==> config.mk <==
export PLATFORM = sky130hd
export DESIGN_NAME = clock_display
export DESIGN_NICKNAME = d
export VERILOG_FILES = /design/src/rtl/clock_display_pkg.sv /design/src/rtl/clock_display_seg7_decode.sv /design/src/rtl/clock_display.sv
export SDC_FILE = /design/constraint.sdc
export NUM_CORES = 1
export LEC_CHECK = 0
export CAP_MARGIN = 20
export CORE_MARGIN = 5
export CORE_UTILIZATION = 61
export CTS_BUF_LIST = sky130_fd_sc_hd__clkbuf_16
export CTS_CLUSTER_SIZE = 20
export DETAILED_ROUTE_END_ITERATION = 7
export PLACE_DENSITY = 0.8
export SYNTH_ARGS = -nofsm -noshare
export SYNTH_HDL_FRONTEND = slang
export SYNTH_SLANG_ARGS = --single-unit
export TNS_END_PERCENT = 50
==> constraint.sdc <==
create_clock -name clk -period 5.1 [get_ports clk]
set_clock_uncertainty 0.15 [all_clocks]
set_input_delay 1.275 -clock clk [delete_from_list [all_inputs] [get_ports clk]]
set_output_delay 1.275 -clock clk [all_outputs]
set_load 0.05 [all_outputs]
==> src/rtl/clock_display_pkg.sv <==
//------------------------------------------------------------------------------
// clock_display_pkg : shared types and segment encodings for the time display
// Revision: 1.0
//------------------------------------------------------------------------------
`default_nettype none

package clock_display_pkg;

  typedef enum logic [2:0] {
    IDLE     = 3'd0,
    LOAD     = 3'd1,
    CONV_SEC = 3'd2,
    CONV_MIN = 3'd3,
    CONV_HR  = 3'd4,
    COMMIT   = 3'd5
  } state_t;

  localparam logic [6:0] SEG_BLANK = 7'b1111111;
  localparam logic [6:0] SEG_DASH  = 7'b0111111;

  // Active-low segments, bit0 = a .. bit6 = g
  function automatic logic [6:0] seg_lut(input logic [3:0] digit);
    logic [6:0] seg;
    seg = SEG_BLANK;
    case (digit)
      4'd0: seg = 7'b1000000;
      4'd1: seg = 7'b1111001;
      4'd2: seg = 7'b0100100;
      4'd3: seg = 7'b0110000;
      4'd4: seg = 7'b0011001;
      4'd5: seg = 7'b0010010;
      4'd6: seg = 7'b0000010;
      4'd7: seg = 7'b1111000;
      4'd8: seg = 7'b0000000;
      4'd9: seg = 7'b0010000;
      default: seg = SEG_BLANK;
    endcase
    return seg;
  endfunction

endpackage

`default_nettype wire

==> src/rtl/clock_display_seg7_decode.sv <==
//------------------------------------------------------------------------------
// seg7_decode : one BCD digit to active-low 7-segment, with dash/blank override
// Revision: 1.0
//------------------------------------------------------------------------------
`default_nettype none

module seg7_decode
  import clock_display_pkg::*;
(
  input  logic [3:0] digit_i,
  input  logic       blank_i,
  input  logic       dash_i,
  output logic [6:0] seg_o
);

  // A dash marks an invalid field and must win over lead-zero blanking
  always_comb begin
    seg_o = seg_lut(digit_i);
    if (dash_i) begin
      seg_o = SEG_DASH;
    end else if (blank_i) begin
      seg_o = SEG_BLANK;
    end
  end

endmodule

`default_nettype wire

==> src/rtl/clock_display.sv <==
//------------------------------------------------------------------------------
// clock_display : snapshots sec/min/hr, converts sequentially, commits 6 digits
// Revision: 1.0
//------------------------------------------------------------------------------
`default_nettype none

module clock_display
  import clock_display_pkg::*;
#(
  parameter int BLANK_HR_LEAD = 1,
  parameter int FIELD_CYC     = 6
) (
  input  logic       clk,
  input  logic       rst,
  input  logic [5:0] sec,
  input  logic [5:0] min,
  input  logic [4:0] hr,
  input  logic       mode_12h,
  output logic [6:0] HEX0,
  output logic [6:0] HEX1,
  output logic [6:0] HEX2,
  output logic [6:0] HEX3,
  output logic [6:0] HEX4,
  output logic [6:0] HEX5,
  output logic       pm,
  output logic       busy
);

  localparam int              CNT_W    = (FIELD_CYC > 1) ? $clog2(FIELD_CYC) : 1;
  localparam logic [CNT_W-1:0] CNT_LAST = CNT_W'(FIELD_CYC - 1);

  state_t           state_q, state_d;
  logic [CNT_W-1:0] cnt_q, cnt_d;
  logic             snap_valid_q, snap_valid_d;
  logic [5:0]       snap_sec_q, snap_sec_d;
  logic [5:0]       snap_min_q, snap_min_d;
  logic [4:0]       snap_hr_q, snap_hr_d;
  logic             snap_12h_q, snap_12h_d;
  logic [5:0]       sec_rem_q, sec_rem_d;
  logic [5:0]       min_rem_q, min_rem_d;
  logic [4:0]       hr_rem_q, hr_rem_d;
  logic [2:0]       sec_tens_q, sec_tens_d;
  logic [2:0]       min_tens_q, min_tens_d;
  logic [2:0]       hr_tens_q, hr_tens_d;
  logic             sec_bad_q, sec_bad_d;
  logic             min_bad_q, min_bad_d;
  logic             hr_bad_q, hr_bad_d;
  logic             pm_pend_q, pm_pend_d;
  logic             busy_q, busy_d;
  logic             pm_q, pm_d;
  logic [6:0]       hex_q [6];
  logic [6:0]       hex_d [6];

  logic [3:0]       w_dig   [6];
  logic             w_blank [6];
  logic             w_dash  [6];
  logic [6:0]       w_seg   [6];

  always_ff @(posedge clk) begin
    if (rst) begin
      state_q      <= IDLE;
      cnt_q        <= '0;
      snap_valid_q <= 1'b0;
      snap_sec_q   <= '0;
      snap_min_q   <= '0;
      snap_hr_q    <= '0;
      snap_12h_q   <= 1'b0;
      sec_rem_q    <= '0;
      min_rem_q    <= '0;
      hr_rem_q     <= '0;
      sec_tens_q   <= '0;
      min_tens_q   <= '0;
      hr_tens_q    <= '0;
      sec_bad_q    <= 1'b0;
      min_bad_q    <= 1'b0;
      hr_bad_q     <= 1'b0;
      pm_pend_q    <= 1'b0;
      busy_q       <= 1'b0;
      pm_q         <= 1'b0;
      for (int i = 0; i < 6; i++) hex_q[i] <= SEG_BLANK;
    end else begin
      state_q      <= state_d;
      cnt_q        <= cnt_d;
      snap_valid_q <= snap_valid_d;
      snap_sec_q   <= snap_sec_d;
      snap_min_q   <= snap_min_d;
      snap_hr_q    <= snap_hr_d;
      snap_12h_q   <= snap_12h_d;
      sec_rem_q    <= sec_rem_d;
      min_rem_q    <= min_rem_d;
      hr_rem_q     <= hr_rem_d;
      sec_tens_q   <= sec_tens_d;
      min_tens_q   <= min_tens_d;
      hr_tens_q    <= hr_tens_d;
      sec_bad_q    <= sec_bad_d;
      min_bad_q    <= min_bad_d;
      hr_bad_q     <= hr_bad_d;
      pm_pend_q    <= pm_pend_d;
      busy_q       <= busy_d;
      pm_q         <= pm_d;
      for (int i = 0; i < 6; i++) hex_q[i] <= hex_d[i];
    end
  end

  always_comb begin
    state_d      = state_q;
    cnt_d        = cnt_q;
    snap_valid_d = snap_valid_q;
    snap_sec_d   = snap_sec_q;
    snap_min_d   = snap_min_q;
    snap_hr_d    = snap_hr_q;
    snap_12h_d   = snap_12h_q;
    sec_rem_d    = sec_rem_q;
    min_rem_d    = min_rem_q;
    hr_rem_d     = hr_rem_q;
    sec_tens_d   = sec_tens_q;
    min_tens_d   = min_tens_q;
    hr_tens_d    = hr_tens_q;
    sec_bad_d    = sec_bad_q;
    min_bad_d    = min_bad_q;
    hr_bad_d     = hr_bad_q;
    pm_pend_d    = pm_pend_q;
    busy_d       = busy_q;
    pm_d         = pm_q;
    for (int i = 0; i < 6; i++) hex_d[i] = hex_q[i];

    case (state_q)
      IDLE: begin
        if (!snap_valid_q ||
            ({sec, min, hr, mode_12h} != {snap_sec_q, snap_min_q, snap_hr_q, snap_12h_q})) begin
          snap_sec_d   = sec;
          snap_min_d   = min;
          snap_hr_d    = hr;
          snap_12h_d   = mode_12h;
          snap_valid_d = 1'b1;
          busy_d       = 1'b1;
          state_d      = LOAD;
        end
      end

      LOAD: begin
        sec_bad_d  = (snap_sec_q > 6'd59);
        min_bad_d  = (snap_min_q > 6'd59);
        hr_bad_d   = (snap_hr_q > 5'd23);
        sec_rem_d  = snap_sec_q;
        min_rem_d  = snap_min_q;
        hr_rem_d   = snap_hr_q;
        sec_tens_d = '0;
        min_tens_d = '0;
        hr_tens_d  = '0;
        pm_pend_d  = 1'b0;
        // 12h fold: 0 -> 12 AM, 12 -> 12 PM, 13..23 -> 1..11 PM
        if (!hr_bad_d && snap_12h_q) begin
          if (snap_hr_q == 5'd0) begin
            hr_rem_d = 5'd12;
          end else if (snap_hr_q >= 5'd13) begin
            hr_rem_d  = snap_hr_q - 5'd12;
            pm_pend_d = 1'b1;
          end else if (snap_hr_q == 5'd12) begin
            pm_pend_d = 1'b1;
          end
        end
        cnt_d   = '0;
        state_d = CONV_SEC;
      end

      CONV_SEC: begin
        if (sec_rem_q >= 6'd10) begin
          sec_rem_d  = sec_rem_q - 6'd10;
          sec_tens_d = sec_tens_q + 3'd1;
        end
        cnt_d = cnt_q + 1'b1;
        if (cnt_q == CNT_LAST) begin
          cnt_d   = '0;
          state_d = CONV_MIN;
        end
      end

      CONV_MIN: begin
        if (min_rem_q >= 6'd10) begin
          min_rem_d  = min_rem_q - 6'd10;
          min_tens_d = min_tens_q + 3'd1;
        end
        cnt_d = cnt_q + 1'b1;
        if (cnt_q == CNT_LAST) begin
          cnt_d   = '0;
          state_d = CONV_HR;
        end
      end

      CONV_HR: begin
        if (hr_rem_q >= 5'd10) begin
          hr_rem_d  = hr_rem_q - 5'd10;
          hr_tens_d = hr_tens_q + 3'd1;
        end
        cnt_d = cnt_q + 1'b1;
        if (cnt_q == CNT_LAST) begin
          cnt_d   = '0;
          state_d = COMMIT;
        end
      end

      COMMIT: begin
        for (int i = 0; i < 6; i++) hex_d[i] = w_seg[i];
        pm_d    = pm_pend_q;
        busy_d  = 1'b0;
        state_d = IDLE;
      end

      default: begin
        state_d = IDLE;
      end
    endcase
  end

  always_comb begin
    w_dig[0]   = 4'(sec_rem_q);
    w_dig[1]   = 4'(sec_tens_q);
    w_dig[2]   = 4'(min_rem_q);
    w_dig[3]   = 4'(min_tens_q);
    w_dig[4]   = 4'(hr_rem_q);
    w_dig[5]   = 4'(hr_tens_q);
    w_dash[0]  = sec_bad_q;
    w_dash[1]  = sec_bad_q;
    w_dash[2]  = min_bad_q;
    w_dash[3]  = min_bad_q;
    w_dash[4]  = hr_bad_q;
    w_dash[5]  = hr_bad_q;
    for (int i = 0; i < 5; i++) w_blank[i] = 1'b0;
    w_blank[5] = snap_12h_q && (BLANK_HR_LEAD != 0) && (hr_tens_q == 3'd0);
  end

  for (genvar gi = 0; gi < 6; gi++) begin : g_digit
    seg7_decode u_seg (
      .digit_i (w_dig[gi]),
      .blank_i (w_blank[gi]),
      .dash_i  (w_dash[gi]),
      .seg_o   (w_seg[gi])
    );
  end

  assign HEX0 = hex_q[0];
  assign HEX1 = hex_q[1];
  assign HEX2 = hex_q[2];
  assign HEX3 = hex_q[3];
  assign HEX4 = hex_q[4];
  assign HEX5 = hex_q[5];
  assign pm   = pm_q;
  assign busy = busy_q;

endmodule

`default_nettype wire

# After elaboration in Yosys (flattened, before gate mapping)
# Memories as Yosys holds them, arrays and structs flattened. A register that Yosys moved wholly into a read port is not among the register bits.
# Cells that the tools add are included.
[classes]
add_sub_neg = 8
n_lt_le_gt_ge = 7
n_eq_ne = 15
mux = 57
bitwise_logic = 6
reduce_logical = 20
[ops]
columns = ["operator", "count"]
rows = [
  ["$mux W7", 13],
  ["$mux W4", 12],
  ["$mux W42", 1],
  ["$mux W3", 8],
  ["$pmux W3 S2", 4],
  ["$pmux W6 S2", 2],
  ["$mux W5", 4],
  ["$ne A18 B18 Y1", 1],
  ["$pmux W3 S5", 1],
  ["$ne A2 B2 Y1 const B", 7],
  ["$add A3 B1 Y3 const B", 4],
  ["$ge A6 B4 Y1 const B", 2],
  ["$gt A6 B6 Y1 const B", 2],
  ["$mux W6", 2],
  ["$sub A6 B4 Y6 const B", 2],
  ["$ge A5 B4 Y1 const B", 2],
  ["$pmux W5 S2", 1],
  ["$reduce_and A2 Y1", 5],
  ["$reduce_bool A2 Y1", 5],
  ["$sub A5 B4 Y5 const B", 2],
  ["$eq A3 B3 Y1 const B", 3],
  ["$mux W1", 8],
  ["$eq A3 B2 Y1 const B", 2],
  ["$logic_not A3 Y1", 2],
  ["11 further kinds", 18],
]
[word_totals]
reg_bits = 57
ram_bits = 42
rom_bits = 672
inputBits = 20
output_inout_bits = 44
wordCells = 139
memories = 7
[memory_table]
columns = ["memory", "depth", "width", "read_ports", "rd_ports_with_merged_regs", "write_ports", "line_no", "source"]
rows = [
  ["(name not given)", 16, 7, 1, 1, 0, "clock_display_pkg.sv:25", "case (digit)"],
  ["(name not given)", 16, 7, 1, 1, 0, "clock_display_pkg.sv:25", ""],
  ["(name not given)", 16, 7, 1, 1, 0, "clock_display_pkg.sv:25", ""],
  ["(name not given)", 16, 7, 1, 1, 0, "clock_display_pkg.sv:25", ""],
  ["(name not given)", 16, 7, 1, 1, 0, "clock_display_pkg.sv:25", ""],
  ["(name not given)", 16, 7, 1, 1, 0, "clock_display_pkg.sv:25", ""],
  ["+1 memories", "--", "--", "--", "--", "--", "--", ""],
]

# Longest topological paths before layout
[depth]
word_depth = 7
mapped_depth = 12
depth_no_buf = 12

# Cells and area by module
# A second synthesis with hierarchy kept.
[unflattened]
cells_unflattened = 788
area_unflattened_um2 = 6200.9
[by_module_without_submodules]
columns = ["mod", "n_inst", "cells_each", "area_each_um2", "seq_area_each_um2"]
rows = [
  ["clock_display", 1, 608, 4812.1, 1981.9],
  ["seg7_decode", 6, 30, 231.5, 0.0],
]

# Worst setup path after synthesis
# OpenSTA, ideal clock, no wires.
[synth_path]
path_type = "input to register"
start = "input port rst"
end = "register with a tool-made name"
setup_time_ns = 0.122
arrival_time_ns = 2.549
t_required_ns = 4.828
path_slack_ns = 2.279
cell_stages = 6
n_path_buf = 1
cell_sequence = "buf_2 > or2_2 > ha_1 > or3_1 > o21ai_0 > a21oi_1"
[synth_lines]
columns = ["element", "line_no", "source"]
rows = [
  ["start, declared", "clock_display.sv:14", "input logic rst,"],
]

==> run summary <==
DIE AREA: 13400 sq um
port buffer count: 63
hold path cells: 2
clock sink total: 141
vias post-DR: 5382
worst-path maximum fanout: 19
Leakage Power: 3.37 nW
register share of total power: 43.4%
Clock transition at path regs: 60 ps
worst-path cell with the longest stage delay: dfxtp_1
CTS Hold Bufs: 0
syn nets: 818
Yosys top cell area share: 41.2%
Post-Layout Cell Count: 955
endpoints failing setup: 0
Syn. warnings: 0
fin crit period: 3410 ps
fraction of final layout cells sized beyond drive strength 1: 10.8%
RePlAce Congestion: 0.933
Register Area: 2820 sq um
Max stage delay on crit path: 890 ps
antenna cells: 0
routed length per instance: 15.7 um
NumNets Final: 862
Mean Syn Cell Area: 9.03 sq um
vias in the first global route: 5264
num ports: 64
fin util: 73.7%
Post-DRT Antenna Nets: 0
dpl hpwl: 10.4 mm
register area share after synthesis: 41.2%
worst hold path type: flip-flop to flip-flop
Chip Width: 116 um
reg2reg start: state_q[1]
Final Max Slew Viols: 0
GRT Total Usage: 23.6%
Worst slew margin: 29.2%
row cnt: 38
crit path DAT: 3570 ps
switching part of the total power: 26.3%
setup repair after global routing missed its margin: no
drt first pass iters: 7
register bit total from synthesis: 141
cell count of the worst reg-to-reg path: 6
number of enable flip-flop cells after synthesis: 0
post_cts resized: 0
Layout area overhead: 17.7%
CTS tree: built
initial antenna violation count: 0
CP endpoint kind: flip-flop
reg2reg setup slack: 1690 ps
Vias/cell: 5.64
Initial Util: 62.6%
PD cells: 350 nW/um^2
Slew @ Worst Pin: 1060 ps
post-synthesis cell type count: 85
post-synth top area cell: dfxtp_1
pin count of the biggest net entering global routing: 42
DRC violation count after routing: 0
Post-CTS Setup Repair Bufs: 0
TritonCTS Buffers: 17
cells after synthesis: 758
1st-iter DRT viols: 353
Crit path required time: 5260 ps
fin crit share: 66.9%
hold endpoint: hex_q[5][3]
CTS Root Cell: clkbuf_16
Synth Flop Type: dfxtp_1
Sw Pwr: 743 uW
clock share of power: 43.9%
Critical Path, Cell by Cell: inv_1 -> nand2_1 -> nand2_2 -> or2_2 -> ha_1 -> mux2_2
synth top area cells: dfxtp_1 (41%), ha_1 (7.3%), mux2i_1 (5.1%)
share of flip-flops with an asynchronous set or reset: 0%
final WL: 15.0 mm
Max-Cap Viols: 0
final hold slack: 292 ps
critical path type: flip-flop to flip-flop
Worst-Skew Late Latency: 420 ps
Combinational Power Share: 12.7%
P_int: 2.08 mW
CTS H-tree lvls: 4
Clock Tree Buf Depth: 2
crit start category: flip-flop
FILL cells: 777
status: complete, no violations
Max IR drop VDD: 0.253 mV
grt total ovfl: 0
area of the multi-input gates: 3630 sq um
Mapped Area: 6850 sq um
first-pass GRT wire length: 25.2 mm
TNS Setup: 0 ps
placed cell count: 923
chip height: 116 um
Fin. Hold Viols: 0
Core Region: 10900 sq um
fmax: 293 MHz
per-stage QoR:
step	power, mW	worst slack [ps]	instance area, sq um
floorplan	1.52	2280	6850
global placement	1.58	1510	7460
detailed placement	1.60	1460	7460
CTS	2.83	1730	8060
global route	2.93	1500	8060
finish	2.82	1690	8060
cell families (layout without fill, tap and decap cells):
group / count (synthesis) / count (layout) / synth area share, %
AND/OR/NAND/NOR: 258 / 258 / 19.3
AO/OA/AOI/OAI: 164 / 164 / 16.7
flip-flops: 141 / 141 / 41.2
buffers and inverters: 89 / 146 / 5.79
multiplexers: 43 / 43 / 6.65
adder cells (fa/ha/maj): 40 / 40 / 7.31
XOR/XNOR: 23 / 23 / 2.94
synth_stat cells, types with 4 or more instances:
cell type / instances
dfxtp_1: 141
nor2_1: 92
o21ai_0: 52
nor3_1: 45
inv_1: 42
nand2_1: 41
ha_1: 40
mux2i_1: 35
a21oi_1: 34
clkbuf_1: 23
xor2_1: 13
nand3_1: 12
xnor2_1: 10
o22ai_1: 9
buf_2: 8
and2_1: 7
o21ai_1: 7
buf_4: 6
nand3b_1: 6
nor2b_1: 6
o31ai_1: 6
nand4_1: 5
o211ai_1: 5
o21a_1: 5
or2_2: 5
a21o_1: 4
a22oi_1: 4
a31oi_1: 4
buf_6: 4
inv_2: 4
nor4_1: 4
critical path, delay by kind of cell (launching register included):
family | cells | cell delay, ps
AND/OR/NAND/NOR | 3 | 1310
flip-flops | 1 | 890
buffers and inverters | 1 | 360
adder cells (fa/ha/maj) | 1 | 310
multiplexers | 1 | 280
metal layers:
layer	track usage, %	part of all wire (%)	routed length (um)
met2	38.5	48	7120
met5	0	0	0
met1	30.0	46	6830
met4	8.58	1.4	204
met3	6.32	5.3	799
cells in the final DEF (no fill, tap or decap), types with 4 or more instances in the layout:
master             n
a21o_1             4
a21oi_1           34
a22oi_1            4
a31oi_1            4
and2_1             7
buf_4              5
clkbuf_16         17
clkdlybuf4s50_1   62
clkinvlp_4         4
dfxtp_1          141
ha_1              40
inv_1             44
inv_2              4
mux2i_1           35
nand2_1           41
nand3_1           12
nand3b_1           6
nand4_1            5
nor2_1            92
nor2b_1            6
nor3_1            45
nor4_1             4
o211ai_1           5
o21a_1             5
o21ai_0           52
o21ai_1            7
o22ai_1            9
o31ai_1            6
or2_2              5
xnor2_1           10
xor2_1            13
power by group through the flow:
stage	Clock (mW)	Combinational [mW]	Sequential (mW)
after global placement	0	0.335	1.24
after floorplan	0	0.300	1.22
final	1.24	0.359	1.23
after CTS	1.25	0.356	1.22
after detailed placement	0	0.352	1.25
after global routing	1.30	0.397	1.23
area by class of cell:
class                           instances  area share, %
Multi-Input combinational cell        528           45.0
Sequential cell                       141           35.0
Timing Repair Buffer                   68           8.23
Clock buffer                           17           5.28
Tap cell                              140           2.17
Clock inverter                         15           2.14
Inverter                               46           2.14
worst max-delay path by stage:
| stage | startpoint | end | slack, ps | cells past startpoint |
|---|---|---|---|---|
| after floorplan | rst | flip-flop | 2280 | 6 |
| after global placement | hr[2] | snap_min_q[0] | 1510 | 7 |
| after detailed placement | hr[2] | snap_min_q[3] | 1460 | 7 |
| after CTS | state_q[1] | flip-flop | 1730 | 6 |
| after global routing | state_q[1] | flip-flop | 1500 | 7 |
| final | state_q[1] | flip-flop | 1690 | 6 |
(Power assumes the default switching activity.)
